[config.mk]
export PLATFORM = sky130hd
export DESIGN_NAME = uart_tx_frame
export DESIGN_NICKNAME = d
export VERILOG_FILES = /design/src/rtl/uart_tx_frame.sv
export SDC_FILE = /design/constraint.sdc
export NUM_CORES = 1
export LEC_CHECK = 0
export CAP_MARGIN = 40
export CORE_AREA = 2 2 53 55
export CTS_CLUSTER_DIAMETER = 60
export DETAILED_ROUTE_END_ITERATION = 7
export DIE_AREA = 0 0 55 57
export PLACE_DENSITY = 0.77
export SYNTH_ARGS = -nofsm -noshare
export SYNTH_HDL_FRONTEND = slang
export SYNTH_SLANG_ARGS = --single-unit
export TNS_END_PERCENT = 10
[constraint.sdc]
create_clock -name clk -period 2 [get_ports clk]
set_input_delay 0.6 -clock clk [delete_from_list [all_inputs] [get_ports clk]]
set_output_delay 0.6 -clock clk [all_outputs]
set_load 0.05 [all_outputs]
[src/rtl/uart_tx_frame.sv]
// ---------------------------------------------------------------------------
// uart_tx_frame
//
// Serial transmit path for the UART. Bytes arrive over a valid/ready
// handshake and go out as 8N1 frames on one serial line: a start bit (0),
// eight data bits LSB-first, then a stop bit (1). The line idles high.
//
// A one-byte holding buffer sits in front of the shift register. The next
// byte can be queued while a frame is still on the line, so consecutive
// frames follow each other with no idle gap.
//
// Parameters
//   CLKS_PER_BIT  clock cycles per serial bit (>= 2)
//
// Ports
//   clk         system clock; all state changes on the rising edge
//   rst         synchronous, active-high reset
//   tx_data     byte to send; sampled when tx_valid && tx_ready
//   tx_valid    tx_data is valid
//   tx_ready    holding buffer is empty; a valid byte is taken this edge
//   serial_out  registered serial line, idle high
//   tx_busy     registered; high while a frame is in START, DATA or STOP
//   frame_done  one-cycle pulse in the cycle after the last stop-bit cycle
// ---------------------------------------------------------------------------
module uart_tx_frame #(
    parameter int CLKS_PER_BIT = 10
) (
    input  logic       clk,
    input  logic       rst,
    input  logic [7:0] tx_data,
    input  logic       tx_valid,
    output logic       tx_ready,
    output logic       serial_out,
    output logic       tx_busy,
    output logic       frame_done
);

    // A width of at least one bit keeps the counter legal for tiny periods.
    localparam int CNT_W = (CLKS_PER_BIT > 1) ? $clog2(CLKS_PER_BIT) : 1;
    localparam logic [CNT_W-1:0] CNT_LAST = CNT_W'(CLKS_PER_BIT - 1);

    typedef enum logic [1:0] {
        IDLE,
        START,
        DATA,
        STOP
    } state_t;

    state_t            state;
    logic [7:0]        hold_data;
    logic              hold_full;
    logic [7:0]        shift_reg;
    logic [CNT_W-1:0]  bit_cnt;
    logic [2:0]        bit_idx;
    logic              bit_end;
    logic              load;

    assign tx_ready = ~hold_full;

    // Last clock of the current serial bit period.
    assign bit_end = (bit_cnt == CNT_LAST);

    // The holding buffer moves into the shift register whenever a new frame
    // begins: straight from IDLE, or at the end of a stop bit so the next
    // start bit follows without a gap.
    assign load = hold_full && ((state == IDLE) || ((state == STOP) && bit_end));

    // Control: FSM, buffer occupancy, counters and registered line outputs.
    always_ff @(posedge clk) begin
        if (rst) begin
            state      <= IDLE;
            hold_full  <= 1'b0;
            bit_cnt    <= '0;
            bit_idx    <= 3'd0;
            serial_out <= 1'b1;
            tx_busy    <= 1'b0;
            frame_done <= 1'b0;
        end else begin
            frame_done <= 1'b0;

            // A load always empties the buffer; it cannot coincide with an
            // accept because a load requires the buffer to be full.
            if (load) begin
                hold_full <= 1'b0;
            end else if (tx_valid && !hold_full) begin
                hold_full <= 1'b1;
            end

            case (state)
                IDLE: begin
                    serial_out <= 1'b1;
                    bit_cnt    <= '0;
                    bit_idx    <= 3'd0;
                    if (hold_full) begin
                        state      <= START;
                        serial_out <= 1'b0;
                        tx_busy    <= 1'b1;
                    end
                end

                START: begin
                    if (bit_end) begin
                        bit_cnt    <= '0;
                        state      <= DATA;
                        serial_out <= shift_reg[0];
                    end else begin
                        bit_cnt <= bit_cnt + 1'b1;
                    end
                end

                DATA: begin
                    if (bit_end) begin
                        bit_cnt <= '0;
                        if (bit_idx == 3'd7) begin
                            bit_idx    <= 3'd0;
                            state      <= STOP;
                            serial_out <= 1'b1;
                        end else begin
                            bit_idx    <= bit_idx + 3'd1;
                            // The shift register moves right on this same
                            // edge, so bit 1 is the one that goes out next.
                            serial_out <= shift_reg[1];
                        end
                    end else begin
                        bit_cnt <= bit_cnt + 1'b1;
                    end
                end

                STOP: begin
                    if (bit_end) begin
                        bit_cnt    <= '0;
                        frame_done <= 1'b1;
                        if (hold_full) begin
                            state      <= START;
                            serial_out <= 1'b0;
                        end else begin
                            state      <= IDLE;
                            serial_out <= 1'b1;
                            tx_busy    <= 1'b0;
                        end
                    end else begin
                        bit_cnt <= bit_cnt + 1'b1;
                    end
                end

                default: begin
                    state      <= IDLE;
                    serial_out <= 1'b1;
                    tx_busy    <= 1'b0;
                end
            endcase
        end
    end

    // Data: the byte registers carry no reset; their contents only matter
    // once the control flags above mark them as occupied.
    always_ff @(posedge clk) begin
        if (tx_valid && tx_ready) begin
            hold_data <= tx_data;
        end

        if (load) begin
            shift_reg <= hold_data;
        end else if ((state == DATA) && bit_end) begin
            shift_reg <= {1'b0, shift_reg[7:1]};
        end
    end

endmodule

# --- Word-level counts from Yosys, hierarchy flattened ---
# Cells that the tools add are included.
# Widths: inputs -> output; s select.
op_classes:
  n_reduce_logical: 18
  eq_ne: 11
  bitwise_logic: 2
  mux: 25
  add_sub_neg: 2
op_table:
  columns: ["op", "count"]
  rows:
  - ["$mux 8", 2]
  - ["$ne 2x2->1 const B", 6]
  - ["$mux 1", 10]
  - ["$mux 2", 5]
  - ["$pmux 2 s4", 1]
  - ["$pmux 4 s2", 1]
  - ["$mux 3", 2]
  - ["$pmux 3 s2", 1]
  - ["$reduce_bool 2->1", 3]
  - ["$logic_and 1x1->1", 5]
  - ["$reduce_and 5->1", 1]
  - ["$add 4x1->4 const B", 1]
  - ["$eq 2x2->1 const B", 2]
  - ["$eq 4x4->1 const B", 1]
  - ["$mux 4", 1]
  - ["$pmux 1 s4", 1]
  - ["$reduce_and 4->1", 1]
  - ["$reduce_or 2->1", 2]
  - ["$add 3x1->3 const B", 1]
  - ["$eq 3x3->1 const B", 1]
  - ["$reduce_and 3->1", 1]
  - ["$reduce_or 3->1", 1]
  - ["$eq 2x1->1 const B", 1]
  - ["$logic_not 2->1", 1]
  - ["other kinds (5)", 6]
word_totals:
  input_bits: 11
  wordCells: 67
  out_inout_bits: 4
  ff_bits: 29

# --- Logic depth before layout (Yosys ltp) ---
# Gate-level depths: netlist of the first run.
logic_depth:
  ltp_word: 5
  ltp_mapped: 6
  mapped_depth_nobuf: 5

# --- Worst setup path before layout of the first run ---
# No wires, ideal clock.
synth_path:
  path_type: "flip-flop to flip-flop"
  start: "register state[0]"
  end: "register state[0]"
  arrival_ps: 1651
  path_stages_with_launch: 6
  t_required_ps: 1908
  slack_ps: 257
  cell_sequence: "dfxtp_1 -> inv_1 -> ha_1 -> or3_4 -> a221o_1 -> o32ai_1"
synth_between:
  elab_chain_cells: 3
  elab_cells_between_ends: 11
  classes_between: "eq/ne: 8; mux: 1; reduce/logical: 2"
synth_rtl:
  columns: ["item", "line_no", "rtl"]
  rows:
  - ["start, declared", "49", "state_t state;"]
  - ["start signal, assigned", "71", "state <= IDLE;"]
  - ["start signal, assigned", "95", "state <= START;"]
  - ["start signal, assigned", "104", "state <= DATA;"]
  - ["$eq 2x2->1 (tied with other cells)", "89", "case (state)"]
  - ["$ne 2x2->1 (no line)", null, null]
  - ["$reduce_and 5->1 (no line)", null, null]
# Several ways; a longest one is shown, not always the timed one.
# A chain may end at the register's enable or synchronous reset.

# --- Worst setup path in the final report of the first run ---
# Same ends and word-level chain as after synthesis.

==> impl_metrics.env, run 1 <==
export IMPL_status="completed"
export IMPL_synthSimpleGateAreaFrac_pct=12.1
export IMPL_cellLeakagePower_nw=0.598
export IMPL_synthXorXnorAreaFrac_pct=1.36
export IMPL_first_iter_violations=29
export IMPL_grt_pass1_wl_mm=3.92
export IMPL_cts_root_buf="clkbuf_4"
export IMPL_pre_cts_ws_ps=104
export IMPL_initial_core_util_pct=49.3
export IMPL_core_um2=2620
export IMPL_fmax_mhz=524
export IMPL_place_gp_congestion=0.848
export IMPL_ios=15
export IMPL_route_detailed_drc=0
export IMPL_yosys_area_top_type="edfxtp_1"
export IMPL_slew_viol_final=0
export IMPL_yosysSeqAreaShare_pct=57.4
export IMPL_cts_setup_buffers=0
export IMPL_grt_pass1_vias=883
export IMPL_crit_type="flip-flop to flip-flop"
export IMPL_synth_fa_ha_area_share_pct=9.70
export IMPL_syn_to_final_growth_pct=20.2
export IMPL_die_w_um=55
export IMPL_final_area_um2=1550
export IMPL_fill_cells=230
export IMPL_synth_compound_area_share_pct=8.63
export IMPL_path_max_fanout=5
export IMPL_synth_top_area_share_pct=37.2
export IMPL_synth_top_family_by_area="simple AND/OR/NAND/NOR gates"
export IMPL_ys_warn_count=0
export IMPL_synth_fp_nets=127
export IMPL_antennaDiodeCount=0
export IMPL_cap_violations=0
export IMPL_required_ps=2230
export IMPL_crit_path_start_kind="flip-flop"
export IMPL_synthMuxAreaShare_pct=7.76
export IMPL_synth_most_common_cell="edfxtp_1"
export IMPL_fin_ws_ps=93.1
export IMPL_clock_sinks=29
export IMPL_layout_nets=149
export IMPL_io_buffers=14
export IMPL_dpl_hpwl_mm=1.64
export IMPL_cts_hold_buf=0
export IMPL_synth_edf_count=16
export IMPL_cp_arrival_ps=2140
export IMPL_detail_route_antenna_nets=0
export IMPL_final_period_utilization_pct=95.3
export IMPL_synthCells=106
export IMPL_cts_tree="done"
export IMPL_regArea_um2=743
export IMPL_grtUsageTotal_pct=18.4
export IMPL_multi_input_area_um2=510
export IMPL_end_kind="flip-flop"
export IMPL_cts_buffers_inserted=5
export IMPL_period_minus_slack_ps=1910
export IMPL_vias_per_cell=5.46
export IMPL_wl_per_cell_um=14.0
export IMPL_antenna_found_initial=0
export IMPL_netlist_area_um2=1290
export IMPL_worstSkewPairLatency_ps=330
export IMPL_relSlewSlack_pct=70.9
export IMPL_clockBufferDepth=2
export IMPL_layout_drive_gt1_share_pct=13.2
export IMPL_grt_overflow=0
export IMPL_synth_distinct_cells=31
export IMPL_synth_main_ff_cell="edfxtp_1"
export IMPL_hold_viol_final=0
export IMPL_hold_path_class="flip-flop to flip-flop"
export IMPL_grt_max_degree=13
export IMPL_detailed_place_area_um2=1470
export IMPL_p_per_area_nw_per_um2=1180
export IMPL_first_pass_iters=4
export IMPL_peakVddDrop_mv=0.964
export IMPL_worstMarginPinSlew_ps=435
export IMPL_wl_mm=2.24
export IMPL_synth_area_top_cells="edfxtp_1, dfxtp_1, ha_1"
export IMPL_synthArstFlopShare_pct=0
export IMPL_timing_setup_tns_ps=0
export IMPL_clock_skew_ps=10.0
export IMPL_finalSetupViolations=0
export IMPL_synthTopCellsByCount="edfxtp_1, dfxtp_1, ha_1"
export IMPL_detailroute_via_count=874
export IMPL_htree_levels=2
export IMPL_dieArea_um2=3140
export IMPL_synth_seq_cells=29
export IMPL_placementRows=19
export IMPL_fp_dieH_um=57
export IMPL_synth_area_per_cell_um2=12.2
export IMPL_clk_pin_slew_ps=90
export IMPL_rsz0062_at_grt="false"
-- power breakdown --
group	internal [mW]	switching, mW	leakage [nW]	total (mW)
Combinational	0.260	0.337	0.300	0.596
Sequential	0.731	0.0480	0.258	0.779
Clock	0.260	0.197	0.0399	0.457
Total	1.25	0.581	0.598	1.83
-- through the flow --
step           util, %  total power [mW]  hold slack (ps)  cells
6_report          59.3              1.83              474    160
5_1_grt           59.3              1.95              495    160
4_1_cts           59.2              1.84              483    160
3_5_place_dp      56.3              1.37              462    152
3_3_place_gp      56.3              1.35              449    152
2_1_floorplan        -              1.21              433    106
-- what timing repair did --
action                                  CTS  global route
endpoints found under the setup margin    0             1
hold endpoints to repair                  0             0
resized for setup                         0             2
-- routing by layer --
metal,share of wire (%),global-route usage (%),up-vias
met2,46,26.4,30
met3,7.9,9.42,6
li1,-,-,424
met4,2.3,9.76,0
met1,43,22.3,414
met5,0,0,-
-- area by class of cell --
cell class / instances / area share (%)
Clock inverter: 2 / 2.18
Inverter: 8 / 1.94
Sequential cell: 29 / 47.9
Multi-Input combinational cell: 67 / 32.9
Clock buffer: 6 / 2.66
Timing Repair Buffer: 17 / 9.85
Tap cell: 31 / 2.50
-- final timing paths --
path / start / end / slack, ps / depth (start not counted)
max reg2reg: state[0]$_SDFFE_PP0P_ / state[0]$_SDFFE_PP0P_ / 90 / 5
min reg2reg: bit_cnt[0]$_SDFF_PP0_ / bit_cnt[0]$_SDFF_PP0_ / 470 / 1
min: bit_cnt[0]$_SDFF_PP0_ / bit_cnt[0]$_SDFF_PP0_ / 470 / 1
max: state[0]$_SDFFE_PP0P_ / state[0]$_SDFFE_PP0P_ / 90 / 5
-- cells in the final DEF, fill, tap and decap left out --
cell type,instances
or2_0,1
o21ai_1,1
a21o_1,2
ha_1,10
nor2_1,9
nand4b_1,2
clkbuf_1,1
mux2_1,7
xor2_1,1
nor2b_1,1
nand2_1,4
o32ai_1,1
or3_4,1
nand3_1,4
clkinv_1,1
a221o_1,1
edfxtp_1,16
a32o_1,1
clkdlybuf4s50_1,10
a21oi_1,5
a31oi_1,2
nand3b_1,1
buf_4,7
mux2i_1,1
bufinv_16,1
dfxtp_2,2
o21ai_0,2
inv_1,8
a211oi_1,2
mux2_2,1
and2b_1,1
or3_1,1
clkbuf_4,5
dfxtp_1,11
nand2b_1,4
xnor2_1,1
-- critical path, stage by stage, from the launching register on --
cell,delay (ps)
dfxtp_2,360
inv_1,100
ha_1,250
or3_4,420
a221o_1,380
o32ai_1,290
-- cells by family after synthesis --
kind of cell,Yosys count
DFF,29
muxes,9
xor gates and xnor gates,2
buffers and inverters,10
adders and majority gates,10
and+or+nand+nor,29
AOI/OAI and AO/OA,17
Power figures use the tool's default switching activity.
==> inputs of run 2 (changes only) <==
--- a/config.mk
+++ b/config.mk
@@ -6,11 +6,11 @@
 export NUM_CORES = 1
 export LEC_CHECK = 0
 export CAP_MARGIN = 40
-export CORE_AREA = 2 2 53 55
+export CORE_AREA = 3 3 56 58
 export CTS_CLUSTER_DIAMETER = 60
 export DETAILED_ROUTE_END_ITERATION = 7
-export DIE_AREA = 0 0 55 57
-export PLACE_DENSITY = 0.77
+export DIE_AREA = 0 0 59 61
+export PLACE_DENSITY = 0.75
 export SYNTH_ARGS = -nofsm -noshare
 export SYNTH_HDL_FRONTEND = slang
 export SYNTH_SLANG_ARGS = --single-unit
==> constraint.sdc (replaced) <==
create_clock -name clk -period 1.6 [get_ports clk]
set_input_delay 0.48 -clock clk [delete_from_list [all_inputs] [get_ports clk]]
set_output_delay 0.48 -clock clk [all_outputs]
set_load 0.05 [all_outputs]
==> run 2 against run 1 <==
  * The flow now finishes with violations (negative setup slack)
  * Global-route usage down 0.88 points
  * Core utilization grew 6.0 points
  * Die area up 15%
  * Register-to-register slack got worse by 160 ps
  * Critical endpoint unchanged
==> impl_metrics.env, run 2 (same netlist as run 1, synthesis figures left out) <==
export IMPL_critPathMostFrequentCell="buf_4"
export IMPL_clock_skew_ps=3.41
export IMPL_initial_core_util_pct=47.6
export IMPL_cts_hold_buf=0
export IMPL_hold_path_class="flip-flop to flip-flop"
export IMPL_layout_drive_gt1_share_pct=30.6
export IMPL_wl_mm=2.61
export IMPL_worstMarginPinSlew_ps=377
export IMPL_pre_cts_ws_ps=-123
export IMPL_slew_viol_final=0
export IMPL_status="finished, violations left"
export IMPL_die_w_um=59
export IMPL_clockBufferDepth=2
export IMPL_peakVddDrop_mv=0.908
export IMPL_cts_buffers_inserted=5
export IMPL_relSlewSlack_pct=74.8
export IMPL_io_buffers=14
export IMPL_slowest_stage="dfxtp_4"
export IMPL_cellLeakagePower_nw=0.706
export IMPL_r2r_cells=6
export IMPL_fmax_mhz=600
export IMPL_antennaDiodeCount=0
export IMPL_final_common_cell="buf_4"
export IMPL_dpl_hpwl_mm=1.96
export IMPL_endpoint="state[0]$_SDFFE_PP0P_"
export IMPL_placementRows=19
export IMPL_final_area_um2=1770
export IMPL_r2r_end="state[0]$_SDFFE_PP0P_"
export IMPL_violations="negative setup slack"
export IMPL_syn_to_final_growth_pct=37.2
export IMPL_first_iter_violations=23
export IMPL_finalSetupViolations=2
export IMPL_antenna_found_initial=0
export IMPL_final_cell_mix="buf_4, edfxtp_1, dfxtp_1, clkdlybuf4s50_1, nor2_1"
export IMPL_required_ps=1810
export IMPL_detail_route_antenna_nets=0
export IMPL_grt_pass1_wl_mm=4.39
export IMPL_core_um2=2710
export IMPL_rsz0062_at_grt="true"
export IMPL_layout_nets=167
export IMPL_fin_hold_ws_ps=482
export IMPL_htree_levels=2
export IMPL_crit_type="flip-flop to flip-flop"
export IMPL_worstSkewPairLatency_ps=330
export IMPL_vias_per_cell=5.21
export IMPL_instances_no_fill=178
export IMPL_fp_dieH_um=61
export IMPL_route_detailed_drc=0
export IMPL_p_per_area_nw_per_um2=1460
export IMPL_clk_pin_slew_ps=100
export IMPL_cp_arrival_ps=1880
export IMPL_period_minus_slack_ps=1670
export IMPL_ff2ff_setup_slack_ps=-70
export IMPL_cts_root_buf="clkbuf_4"
export IMPL_path_max_fanout=5
export IMPL_grt_max_degree=11
export IMPL_grtUsageTotal_pct=17.5
export IMPL_wl_per_cell_um=14.7
export IMPL_grt_overflow=0
export IMPL_detailroute_via_count=928
export IMPL_clock_sinks=29
export IMPL_hold_viol_final=0
export IMPL_final_period_utilization_pct=104
export IMPL_grt_pass1_vias=959
export IMPL_fin_ws_ps=-67.0
export IMPL_r2r_start="state[1]$_SDFFE_PP0P_"
export IMPL_ios=15
export IMPL_dp_cells=170
export IMPL_dieArea_um2=3600
export IMPL_first_pass_iters=4
export IMPL_critical_path_cell_chain="ha_2 > buf_4 > or3_4 > buf_4 > a211oi_2 > o32ai_2"
export IMPL_cts_setup_buffers=0
export IMPL_crit_path_start_kind="flip-flop"
export IMPL_fill_cells=212
export IMPL_cap_violations=0
export IMPL_detailed_place_area_um2=1670
export IMPL_crit_start="state[1]$_SDFFE_PP0P_"
export IMPL_end_kind="flip-flop"
export IMPL_place_gp_congestion=0.837
export IMPL_cts_tree="done"
export IMPL_slowest_delay_ps=380
export IMPL_fin_util_pct=65.3
-- run 2: metal layers --
| metal | GRT usage, % | part of all wire, % | up-vias |
|---|---|---|---|
| met1 | 20.2 | 45 | 438 |
| met2 | 27.3 | 48 | 25 |
| met4 | 11.3 | 2.5 | 0 |
| met3 | 6.81 | 4.8 | 6 |
| met5 | 0 | 0 | - |
| li1 | - | - | 459 |
-- run 2: metrics by stage --
step	power (mW)	TNS, ps
after floorplan	1.53	-147
after global placement	1.90	-145
after detailed placement	1.95	-1050
after CTS	2.60	-91.6
after global routing	2.74	-502
final	2.59	-68.8
-- run 2: what timing repair did --
| action | 4_1_cts | 5_1_grt |
|---|---|---|
| gates resized for setup | 5 | 3 |
| endpoints found under the hold margin | 0 | 0 |
| setup endpoints to repair | 17 | 17 |
| pin swaps | 1 | 1 |
-- run 2: area by class of cell --
type | count | area [um2] | share of cell area [%]
clock buffers | 5 | 37.5 | 2.12
well taps | 31 | 38.8 | 2.19
multi-input cells | 67 | 536 | 30.2
inverters | 8 | 30.0 | 1.70
clock inverters | 3 | 41.3 | 2.33
flip-flops and latches | 29 | 749 | 42.3
repair buffers | 35 | 338 | 19.1
-- run 2: worst min path at each step --
stage,from,to,slack (ps),cells after the start
floorplan,bit_cnt[0]$_SDFF_PP0_,bit_cnt[0]$_SDFF_PP0_,430,1
global placement,bit_idx[1]$_SDFFE_PP0P_,bit_idx[1]$_SDFFE_PP0P_,460,2
detailed placement,bit_idx[1]$_SDFFE_PP0P_,bit_idx[1]$_SDFFE_PP0P_,480,2
CTS,bit_idx[1]$_SDFFE_PP0P_,bit_idx[1]$_SDFFE_PP0P_,490,2
global route,bit_idx[1]$_SDFFE_PP0P_,bit_idx[1]$_SDFFE_PP0P_,510,2
finish,bit_idx[2]$_SDFFE_PP0P_,bit_idx[2]$_SDFFE_PP0P_,480,2
-- run 2: worst max-delay path, delay by kind of cell, from the launching register on --
family | cells | cell delay, ps
adder cells (fa/ha/maj) | 1 | 180
AND/OR/NAND/NOR | 1 | 320
flip-flops | 1 | 380
buffers and inverters | 2 | 290
AO/OA/AOI/OAI | 2 | 380
-- run 2: power breakdown --
group	leakage [nW]	switching, mW	internal [mW]
clock network	0.0389	0.268	0.323
logic	0.409	0.493	0.513
registers	0.259	0.0692	0.922
==> inputs of run 3 (changes only) <==
--- a/config.mk
+++ b/config.mk
@@ -6,10 +6,10 @@
 export NUM_CORES = 1
 export LEC_CHECK = 0
 export CAP_MARGIN = 40
-export CORE_AREA = 3 3 56 58
+export CORE_AREA = 5 5 58 60
 export CTS_CLUSTER_DIAMETER = 60
 export DETAILED_ROUTE_END_ITERATION = 7
-export DIE_AREA = 0 0 59 61
+export DIE_AREA = 0 0 63 65
 export PLACE_DENSITY = 0.75
 export SYNTH_ARGS = -nofsm -noshare
 export SYNTH_HDL_FRONTEND = slang
==> run 3 against run 2 <==
  * The run still ends with negative setup slack left
  * Non-clock buffer count is 2 higher
  * Design area increased by 0.78%
  * Total power fell by 0.42%
  * Clock power fell by 3.6%
==> impl_metrics.env, run 3 (same netlist as run 1, synthesis figures left out) <==
export IMPL_status="finished, violations left"
export IMPL_violations="negative setup slack"
export IMPL_hold_viol_final=0
export IMPL_slew_viol_final=0
export IMPL_grt_pass1_vias=1020
export IMPL_final_common_cell="buf_4"
export IMPL_core_um2=2880
export IMPL_end_kind="flip-flop"
export IMPL_clockBufferDepth=2
export IMPL_cap_violations=0
export IMPL_busiest_layer="met2"
export IMPL_vias_per_cell=5.08
export IMPL_swShare_pct=30.9
export IMPL_htree_levels=2
export IMPL_grt_max_degree=10
export IMPL_hold_path_class="flip-flop to flip-flop"
export IMPL_crit_type="flip-flop to flip-flop"
export IMPL_clk_pin_slew_ps=90
export IMPL_power_internal_mw=1.78
export IMPL_rsz0062_at_grt="true"
export IMPL_detail_route_antenna_nets=0
export IMPL_instances_no_fill=182
export IMPL_syn_to_final_growth_pct=38.3
export IMPL_cts_setup_buffers=0
export IMPL_die_w_um=63
export IMPL_finalSetupViolations=2
export IMPL_dp_cells=174
export IMPL_grtUsageTotal_pct=13.4
export IMPL_dieArea_um2=4100
export IMPL_fin_ws_ps=-55.5
export IMPL_cellLeakagePower_nw=0.716
export IMPL_wl_per_cell_um=13.5
export IMPL_grt_overflow=0
export IMPL_layout_drive_gt1_share_pct=30.2
export IMPL_crit_path_start_kind="flip-flop"
export IMPL_worstSkewPairLatency_ps=310
export IMPL_cts_buffers_inserted=5
export IMPL_fill_cells=232
export IMPL_clock_skew_ps=4.06
export IMPL_first_iter_violations=36
export IMPL_grt_pass1_wl_mm=4.20
export IMPL_cp_arrival_ps=1880
export IMPL_antenna_found_initial=0
export IMPL_worstMarginPinSlew_ps=274
export IMPL_final_cell_mix="buf_4, edfxtp_1, dfxtp_1, clkdlybuf4s50_1, nor2_1"
export IMPL_peakVddDrop_mv=1.26
export IMPL_first_pass_iters=4
export IMPL_placementRows=20
export IMPL_grtUsageMet3_pct=3.47
export IMPL_antennaDiodeCount=0
export IMPL_detailroute_via_count=924
export IMPL_final_period_utilization_pct=103
export IMPL_cts_root_buf="clkbuf_4"
export IMPL_dpl_hpwl_mm=1.94
export IMPL_cts_hold_buf=0
export IMPL_layout_nets=169
export IMPL_power_frac_comb_pct=39.4
export IMPL_required_ps=1820
export IMPL_fin_total_pwr_mw=2.58
export IMPL_p_seq_share_pct=38.5
export IMPL_pwr_share_clk_pct=22.1
export IMPL_relSlewSlack_pct=81.7
export IMPL_place_gp_congestion=0.884
export IMPL_cts_tree="done"
export IMPL_fmax_mhz=604
export IMPL_wl_mm=2.47
export IMPL_period_minus_slack_ps=1660
export IMPL_clock_sinks=29
export IMPL_p_sw_mw=0.797
export IMPL_grtUsageMet2_pct=23.6
export IMPL_gr_usage_met1_pct=13.9
export IMPL_io_buffers=14
export IMPL_route_detailed_drc=0
export IMPL_fp_dieH_um=65
export IMPL_initial_core_util_pct=44.8
export IMPL_path_max_fanout=5
export IMPL_p_per_area_nw_per_um2=1450
export IMPL_timing_setup_tns_ps=-60.9
export IMPL_ios=15
run 3: worst paths after layout:
check | start | cells after the start | end | slack (ps)
hold reg to reg | bit_idx[2]$_SDFFE_PP0P_ | 2 | bit_idx[2]$_SDFFE_PP0P_ | 470
setup reg to reg | state[1]$_SDFFE_PP0P_ | 5 | state[0]$_SDFFE_PP0P_ | -60
setup / recovery | state[1]$_SDFFE_PP0P_ | 5 | state[0]$_SDFFE_PP0P_ | -60
hold / removal | bit_idx[2]$_SDFFE_PP0P_ | 2 | bit_idx[2]$_SDFFE_PP0P_ | 470
run 3: area by class of cell:
class	instances	area, um2	share of cell area [%]
multi-input cells	67	536	30.0
inverters	8	30.0	1.68
well taps	33	41.3	2.31
clock buffers	6	41.3	2.31
repair buffers	37	353	19.8
flip-flops and latches	29	749	42.0
clock inverters	2	33.8	1.89
run 3: per-stage QoR:
stage | worst slack, ps | hold WS (ps) | instance area [um2] | utilization [%]
floorplan | -19.7 | 433 | 1300 | -
global placement | -51.8 | 452 | 1680 | 58.5
detailed placement | -65.0 | 467 | 1680 | 58.5
CTS | -52.9 | 483 | 1780 | 61.9
global route | -94.3 | 499 | 1780 | 62.0
finish | -55.5 | 475 | 1780 | 62.0
run 3: critical path, cell delays in order, from the launching register on:
cell     delay (ps)
dfxtp_4         390
inv_2            50
ha_1            200
or3_4           380
a221o_1         350
o32ai_2         200
run 3: power groups by stage:
| stage | clock [mW] | sequential [mW] | combinational [mW] |
|---|---|---|---|
| after CTS | 0.581 | 0.988 | 1.01 |
| after global routing | 0.614 | 1.01 | 1.11 |
| after detailed placement | 0 | 1.00 | 0.958 |
| after global placement | 0 | 0.992 | 0.931 |
| final | 0.570 | 0.992 | 1.02 |
| after floorplan | 0 | 1.03 | 0.496 |
run 3: what timing repair did:
| item | in CTS | in global routing |
|---|---|---|
| gates resized for setup | 6 | 1 |
| gates cloned | 0 | 0 |
| pin swaps | 1 | 0 |
| setup endpoints to repair | 17 | 15 |
run 3: per-layer routing:
metal / wire (um) / vias to the layer above / part of all wire, %
li1: - / 466 / -
met1: 1110 / 429 / 45
met2: 1200 / 23 / 48
met3: 88 / 6 / 3.6
met4: 70 / 0 / 2.8
met5: 0 / - / 0
